===== src/rtl/cic_decim_ctrl.sv =====
// Sequencer for a 3rd-order CIC decimator: integrator clear, decimation strobe,
// settling-output discard and a small valid/ready output FIFO.
module cic_decim_ctrl #(
   parameter int DATA_W        = 25,
   parameter int RATIO_W       = 8,
   parameter int DEFAULT_RATIO = 64,
   parameter int SETTLE        = 3,
   parameter int DEPTH         = 4
) (
   input  logic               clk,
   input  logic               reset_n,
   input  logic               enable,
   input  logic               ratio_wr,
   input  logic [RATIO_W-1:0] ratio_val,
   input  logic [DATA_W-1:0]  cic_data,
   output logic               integ_clear,
   output logic               dec_strobe,
   output logic [DATA_W-1:0]  dout,
   output logic               dout_valid,
   input  logic               dout_ready,
   output logic               overflow,
   input  logic               ovf_clr,
   output logic               running
);

   localparam int AW = (DEPTH > 1) ? $clog2(DEPTH) : 1;
   localparam int SW = (SETTLE > 1) ? $clog2(SETTLE + 1) : 1;

   typedef enum logic [1:0] {
      ST_IDLE   = 2'd0,
      ST_CLEAR  = 2'd1,
      ST_SETTLE = 2'd2,
      ST_RUN    = 2'd3
   } state_t;

   state_t              state_r, next_state_s;
   logic [RATIO_W-1:0]  cnt_r, cnt_next_s;
   logic [RATIO_W-1:0]  ratio_r, ratio_next_s;
   logic [RATIO_W-1:0]  pend_val_r, pend_val_next_s;
   logic                pend_r, pend_next_s;
   logic [SW-1:0]       settle_r, settle_next_s;
   logic                cap_pend_r, cap_next_s;
   logic                flush_s;
   logic                strobe_s;
   logic [RATIO_W-1:0]  clamp_s;

   logic [DATA_W-1:0]   mem_r [DEPTH];
   logic [AW-1:0]       wr_ptr_r, rd_ptr_r;
   logic [AW:0]         count_r;
   logic                overflow_r;
   logic                push_req_s, pop_s, full_s, push_s, drop_s;

   assign strobe_s   = ((state_r == ST_SETTLE) || (state_r == ST_RUN)) &&
                       (cnt_r == (ratio_r - RATIO_W'(1)));
   assign clamp_s    = (ratio_val < RATIO_W'(2)) ? RATIO_W'(2) : ratio_val;

   // A capture is cancelled outright when enable drops during its pending cycle.
   assign push_req_s = cap_pend_r && enable;
   assign pop_s      = (count_r != '0) && dout_ready;
   assign full_s     = (count_r == (AW+1)'(DEPTH));
   assign push_s     = push_req_s && (!full_s || pop_s);
   assign drop_s     = push_req_s && full_s && !pop_s;

   // Next-state, counter, settle count and ratio bookkeeping.
   always_comb begin
      next_state_s    = state_r;
      cnt_next_s      = cnt_r;
      settle_next_s   = settle_r;
      ratio_next_s    = ratio_r;
      pend_next_s     = pend_r;
      pend_val_next_s = pend_val_r;
      cap_next_s      = 1'b0;
      flush_s         = 1'b0;
      if (!enable) begin
         next_state_s = ST_IDLE;
         cnt_next_s   = '0;
      end else begin
         case (state_r)
            ST_IDLE: begin
               next_state_s = ST_CLEAR;
               flush_s      = 1'b1;
            end
            ST_CLEAR: begin
               next_state_s  = ST_SETTLE;
               cnt_next_s    = '0;
               settle_next_s = '0;
            end
            ST_SETTLE, ST_RUN: begin
               if (strobe_s) begin
                  cnt_next_s = '0;
                  cap_next_s = (state_r == ST_RUN);
                  if (pend_r) begin
                     // New ratio restarts the discard window, even out of RUN.
                     ratio_next_s  = pend_val_r;
                     pend_next_s   = 1'b0;
                     next_state_s  = ST_SETTLE;
                     settle_next_s = '0;
                  end else if ((state_r == ST_SETTLE) && (settle_r == SW'(SETTLE - 1))) begin
                     next_state_s = ST_RUN;
                  end else if (state_r == ST_SETTLE) begin
                     settle_next_s = settle_r + SW'(1);
                  end else begin
                     next_state_s = ST_RUN;
                  end
               end else begin
                  cnt_next_s = cnt_r + RATIO_W'(1);
               end
            end
            default: begin
               next_state_s = ST_IDLE;
            end
         endcase
      end
      if (ratio_wr && (state_r == ST_IDLE)) begin
         ratio_next_s = clamp_s;
         pend_next_s  = 1'b0;
      end else if (ratio_wr) begin
         pend_next_s     = 1'b1;
         pend_val_next_s = clamp_s;
      end else if ((state_r == ST_IDLE) && pend_r) begin
         ratio_next_s = pend_val_r;
         pend_next_s  = 1'b0;
      end else begin
         pend_val_next_s = pend_val_r;
      end
   end

   // Sequencer state registers.
   always_ff @(posedge clk or negedge reset_n) begin
      if (!reset_n) begin
         state_r    <= ST_IDLE;
         cnt_r      <= '0;
         settle_r   <= '0;
         ratio_r    <= RATIO_W'(DEFAULT_RATIO);
         pend_r     <= 1'b0;
         pend_val_r <= '0;
         cap_pend_r <= 1'b0;
      end else begin
         state_r    <= next_state_s;
         cnt_r      <= cnt_next_s;
         settle_r   <= settle_next_s;
         ratio_r    <= ratio_next_s;
         pend_r     <= pend_next_s;
         pend_val_r <= pend_val_next_s;
         cap_pend_r <= cap_next_s;
      end
   end

   // Output FIFO storage, pointers, occupancy and sticky overflow.
   always_ff @(posedge clk or negedge reset_n) begin
      if (!reset_n) begin
         for (int k = 0; k < DEPTH; k++) begin
            mem_r[k] <= '0;
         end
         wr_ptr_r   <= '0;
         rd_ptr_r   <= '0;
         count_r    <= '0;
         overflow_r <= 1'b0;
      end else begin
         if (flush_s) begin
            wr_ptr_r <= '0;
            rd_ptr_r <= '0;
            count_r  <= '0;
         end else begin
            if (push_s) begin
               mem_r[wr_ptr_r] <= cic_data;
               wr_ptr_r        <= wr_ptr_r + AW'(1);
            end
            if (pop_s) begin
               rd_ptr_r <= rd_ptr_r + AW'(1);
            end
            count_r <= count_r + (AW+1)'(push_s) - (AW+1)'(pop_s);
         end
         // A drop in the same cycle as a clear keeps the flag set.
         if (drop_s) begin
            overflow_r <= 1'b1;
         end else if (ovf_clr) begin
            overflow_r <= 1'b0;
         end
      end
   end

   assign integ_clear = (state_r == ST_CLEAR);
   assign running     = (state_r == ST_RUN);
   assign dec_strobe  = strobe_s;
   assign dout        = mem_r[rd_ptr_r];
   assign dout_valid  = (count_r != '0);
   assign overflow    = overflow_r;

endmodule


===== config.mk =====
export PLATFORM = sky130hd
export DESIGN_NAME = cic_decim_ctrl
export DESIGN_NICKNAME = d
export VERILOG_FILES = /design/src/rtl/cic_decim_ctrl.sv
export SDC_FILE = /design/constraint.sdc
export NUM_CORES = 1
export LEC_CHECK = 0
export ABC_AREA = 1
export CORE_ASPECT_RATIO = 0.8
export CORE_MARGIN = 8
export CORE_UTILIZATION = 55
export DETAILED_ROUTE_END_ITERATION = 10
export GPL_ROUTABILITY_DRIVEN = 1
export GPL_TIMING_DRIVEN = 0
export PLACE_DENSITY = 0.76
export SLEW_MARGIN = 30
export SYNTH_ARGS = -nofsm -noshare
export SYNTH_HDL_FRONTEND = slang
export SYNTH_SLANG_ARGS = --single-unit

===== constraint.sdc =====
create_clock -name clk -period 2.6 [get_ports clk]
set_input_delay 0.65 -clock clk [delete_from_list [all_inputs] [get_ports clk]]
set_output_delay 0.65 -clock clk [all_outputs]
set_load 0.01 [all_outputs]

-- Yosys cells after proc, flatten, opt, wreduce, memory -nomap -nowiden
Index checks and enable logic that the tools add are counted.
- input bits: 39
- bits in registers: 138
- output and inout port bits: 30
- logic and storage cells: 117
- reductions and logical operators: 29
- equality and inequality tests: 12
- add/subtract/negate cells: 7
- bitwise operators: 4
- mux-type cells: 46
- magnitude comparators: 4
- operators with widths (operator ; count):
    $bwmux 100 ; 1
    $mux 8 ; 10
    $mux 25 ; 3
    $bmux 25 s2 ; 1
    $demux 25 s2 ; 1
    $mux 2 ; 13
    $pmux 8 s2 ; 1
    $mux 1 ; 13
    $reduce_bool 4->1 ; 3
    $logic_and 1x1->1 ; 10
    $ne 3x3->1 const B ; 3
    $add 8x1->8 const B ; 1
    $eq 8x8->1 ; 1
    $lt 8x2->1 const B ; 1
    $reduce_bool 2->1 ; 4
    $sub 8x1->8 const B ; 1
    $add 2x1->2 const B ; 3
    $eq 2x2->1 const B ; 3
    $ge 3x3->1 const B ; 2
    $not 2->3 ; 2
    $pmux 2 s3 ; 1
    $reduce_and 2->1 ; 3
    $ne 5x5->1 const B ; 1
    $reduce_and 5->1 ; 1
    16 further kinds ; 19

-- Depth between registers and ports, before layout
- depth in word-level cells: 9
- depth in mapped cells: 14
- depth with buffers taken out: 14

-- Worst setup path before layout
OpenSTA, ideal clock, no wires.
- kind: register -> output
- start point: register ratio_r[0]
- end point: output port dec_strobe
- path buffers: 0
- cell stages (with the launch flop): 12
- data arrival time: 1.574 ns
- slack: 0.376 ns
- cells stage by stage: dfrtp_1 -> inv_2 -> ha_1 -> nand2_1 -> inv_1 -> nor2_1 -> nand2_1 -> nor2_1 -> nand3_2 -> nor2_8 -> nand3_4 -> inv_1
- word-level cells in the longest chain between the ends: 3
- ends and longest elaborated chain (what ; RTL line ; source):
    start: declaration ; 38 ; logic [RATIO_W-1:0] ratio_r, ratio_next_s;
    start signal: assignment ; 134 ; ratio_r <= RATIO_W'(DEFAULT_RATIO);
    start signal: assignment ; 142 ; ratio_r <= ratio_next_s;
    $sub 8x1->8 ; 54 ; (cnt_r == (ratio_r - RATIO_W'(1)));
    $eq 8x8->1 ; 54 ;
    $logic_and 1x1->1 ; 53 ; assign strobe_s = ((state_r == ST_SETTLE) || (state_r == ST_RUN)) &&
    end: declaration ; 17 ; output logic dec_strobe,
No other way between the ends.

-- Worst setup path after layout
Same ends and word-level chain as after synthesis.

==> impl_metrics.yaml <==
pwr:
  design_power_total_mw: 8.17
  powerDensity_mw_per_mm2: 985
  ir_drop_uv: 624
  leakage_nw: 3.97
synth:
  synth-edff-count: 0
  synth_fp_nets: 868
  ys_ff_latch: 138
  ys_types: 35
  yosysSeqAreaShare_pct: 51.5
  syn-instance-count: 819
  avgSynthCellArea_um2: 8.18
  ys.flop_type: "dfrtp_1"
  yosys_warnings: 0
  syn-cell-area_mm2: 0.00670
  postSynth.asyncResetShare_pct: 100
critical_path:
  slowest_stage: "dfrtp_2"
  reg2reg_from: "count_r[1]$_DFF_PN0_"
  crit_path_end: "dec_strobe"
  cp.required_ps: 1950
  worstSetupPathType: "flop to output port"
  cp-start-kind: "flop"
  startpoint: "ratio_r[0]$_DFF_PN0_"
  reg2reg_depth: 10
  crit_path_max_incr_delay_ps: 420
  cp_max_fo: 2
  r2r_setup_slack_ps: 460
  rr_endpoint: "count_r[2]$_DFF_PN0_"
  crit_arrival_ps: 1990
  path_cells: "inv_2 > ha_4 > nand2_1 > inv_1 > nor2_1 > nand2_1 > nor2_2 > nand3_2 > nor2_8 > nand3_4 > inv_2 > buf_6"
  end_kind: "output port"
die:
  start_util_pct: 55.7
  rows: 36
  core_mm2: 0.0120
  num_io_pins: 69
  fp.dieH_um: 115
  dieArea_mm2: 0.0160
  die_w_um: 139
run_status:
  failed_checks: "setup timing"
  status: "finished, violations left"
place:
  io_buffers: 68
  placed_cell_area_mm2: 0.00761
  globalplace.congestion: 0.884
  place_ws_ps: -361
  dp_hpwl_um: 12500
cells_and_area:
  postLayoutCoreUtil_pct: 69.0
  drive_gt1_share_pct: 12.5
  area_growth_pct: 23.8
  stdcell_area_mm2: 0.00830
  fillers: 946
  nets: 963
  n_antenna_cell: 0
clocking:
  cts_sinks: 138
  htreeDepth: 4
  cts_tree: "done"
  clk_latency_ps: 410
  cts_root_buffer: "clkbuf_16"
  cts_buffer_depth: 2
  cts_buffers: 17
  cts.clk_slew.worst_paths_ps: 60
sta:
  fmax_mhz: 379
  setup_violations: 1
  fin_crit_sh_pct: 101
  rsz0062_at_grt: "yes"
  slew_headroom_pct: 58.8
  skew_ps: 6.98
  slew_viol_final: 0
  fin_ws_ps: -36.0
  hold_violations: 0
  tns_ps: -36.0
  worst_pin_slew_ps: 618
  min_period_ps: 2640
drt:
  ant_nets: 0
  firstDrtPassIters: 6
  wl_um: 18700
  drcViolationCount: 0
  initialDrtViolationCount: 825
  wire_per_inst_um: 17.3
  dr_total_vias: 6199
  via_per_inst: 5.75
grt:
  grt_use_total_pct: 23.9
  grt_pass1_wl_um: 30500
  grt_start_max_net_pins: 83
  antenna_found_initial: 0
  globalRoute.totalOverflow: 0
  grt_pass1_vias: 6117
min_path:
  hold_class: "input port to asynchronous set/reset pin"
flow_run:
  cap_violations: 0
[kinds of logic (layout without fill, tap and decap cells)]
| kind of cell | after synthesis | in the layout | synth area share [%] |
|---|---|---|---|
| compound gates | 207 | 207 | 16.2 |
| xor+xnor | 10 | 10 | 1.31 |
| fa+ha+maj | 10 | 10 | 1.98 |
| buf+inv | 116 | 223 | 6.81 |
| flops | 138 | 138 | 51.5 |
| simple gates | 338 | 338 | 22.2 |
[where the power goes]
part / internal (mW) / total (mW) / switching (mW)
sequential: 2.37 / 2.62 / 0.242
combinational: 1.25 / 3.20 / 1.95
clock: 1.42 / 2.35 / 0.929
[worst max-delay path: cells and delay by family, from the launching register on]
kind / cells / cell delay, ps
and+or+nand+nor: 7 / 690
DFF: 1 / 420
buffers and inverters: 4 / 280
adders and majority gates: 1 / 200
[area by class of cell]
class	instances	area [µm²]	share of cell area, %
multi-input combinational	565	2820	34.0
clock buffer	19	443	5.34
timing repair buffer	77	746	8.99
buffer	37	210	2.53
clock inverter	12	126	1.52
tap	152	190	2.29
sequential	138	3460	41.7
inverter	78	300	3.62
[state kept, by name, indices dropped and copies added (netlist names), 2 cells and up]
| name | flops |
|---|---|
| mem_r | 100 |
| cnt_r | 8 |
| pend_val_r | 8 |
| ratio_r | 8 |
| count_r | 3 |
| rd_ptr_r | 2 |
| settle_r | 2 |
| state_r | 2 |
| wr_ptr_r | 2 |
[layer usage]
layer | share of wire, % | vias up | wire length (µm) | GRT usage [%]
li1 | - | 2863 | - | -
met5 | 0 | - | 0 | 0
met3 | 9.5 | 18 | 1760 | 6.56
met2 | 46 | 291 | 8640 | 37.7
met1 | 43 | 3027 | 8020 | 31.8
met4 | 1.2 | 0 | 232 | 7.08
[layout by cell type, fill, tap and decap left out, types with 19 or more instances in the layout]
master / instances
o21ai_0: 149
o21ai_1: 19
inv_1: 69
dlygate4sd2_1: 25
nand3_1: 22
clkdlybuf4s50_1: 40
o22ai_1: 26
nor2_1: 74
nand2_1: 192
dfrtp_1: 134
[what timing repair did]
action / 4_1_cts / 5_1_grt
cloned: 0 / 0
pin swaps: 3 / 5
setup endpoints to repair: 26 / 5
endpoints found under the hold margin: 0 / 0
resized for setup: 63 / 11
setup buffers: 4 / 4
hold buffers: 0 / 0
[synthesized netlist by cell type (3+ instances only)]
library cell / instances / area, µm²
nand2_1: 192 / 721
o21ai_0: 150 / 751
dfrtp_1: 137 / 3430
nor2_1: 76 / 285
inv_1: 74 / 278
clkbuf_1: 27 / 101
o22ai_1: 27 / 169
nand3_1: 22 / 110
o21ai_1: 18 / 90.1
nor2_2: 13 / 81.3
buf_2: 10 / 50.1
nand4_1: 10 / 62.6
a21oi_1: 9 / 45.0
ha_1: 9 / 113
nand2_2: 7 / 43.8
xor2_1: 7 / 61.3
nor3_1: 5 / 25.0
nand3_4: 3 / 52.6
nor2_4: 3 / 33.8
xnor2_1: 3 / 26.3
[stage by stage]
step / std cells / hold WS, ps
detailed placement: 1040 / 465
CTS: 1074 / 162
global route: 1078 / 185
floorplan: 819 / 354
finish: 1078 / 149
global placement: 1039 / 458
[worst min-delay path by stage]
stage / cells past startpoint / start / to
3_5_place_dp: 2 / settle_r[1]$_DFFE_PN0P_ / settle_r[1]$_DFFE_PN0P_
2_1_floorplan: 0 / reset_n / cap_pend_r$_DFF_PN0_
6_report: 1 / reset_n / mem_r[17]$_DFFE_PN0P_
4_1_cts: 1 / reset_n / mem_r[17]$_DFFE_PN0P_
5_1_grt: 1 / reset_n / mem_r[92]$_DFFE_PN0P_
3_3_place_gp: 2 / settle_r[1]$_DFFE_PN0P_ / settle_r[1]$_DFFE_PN0P_
Note: power is estimated with default switching activity, not from simulation.
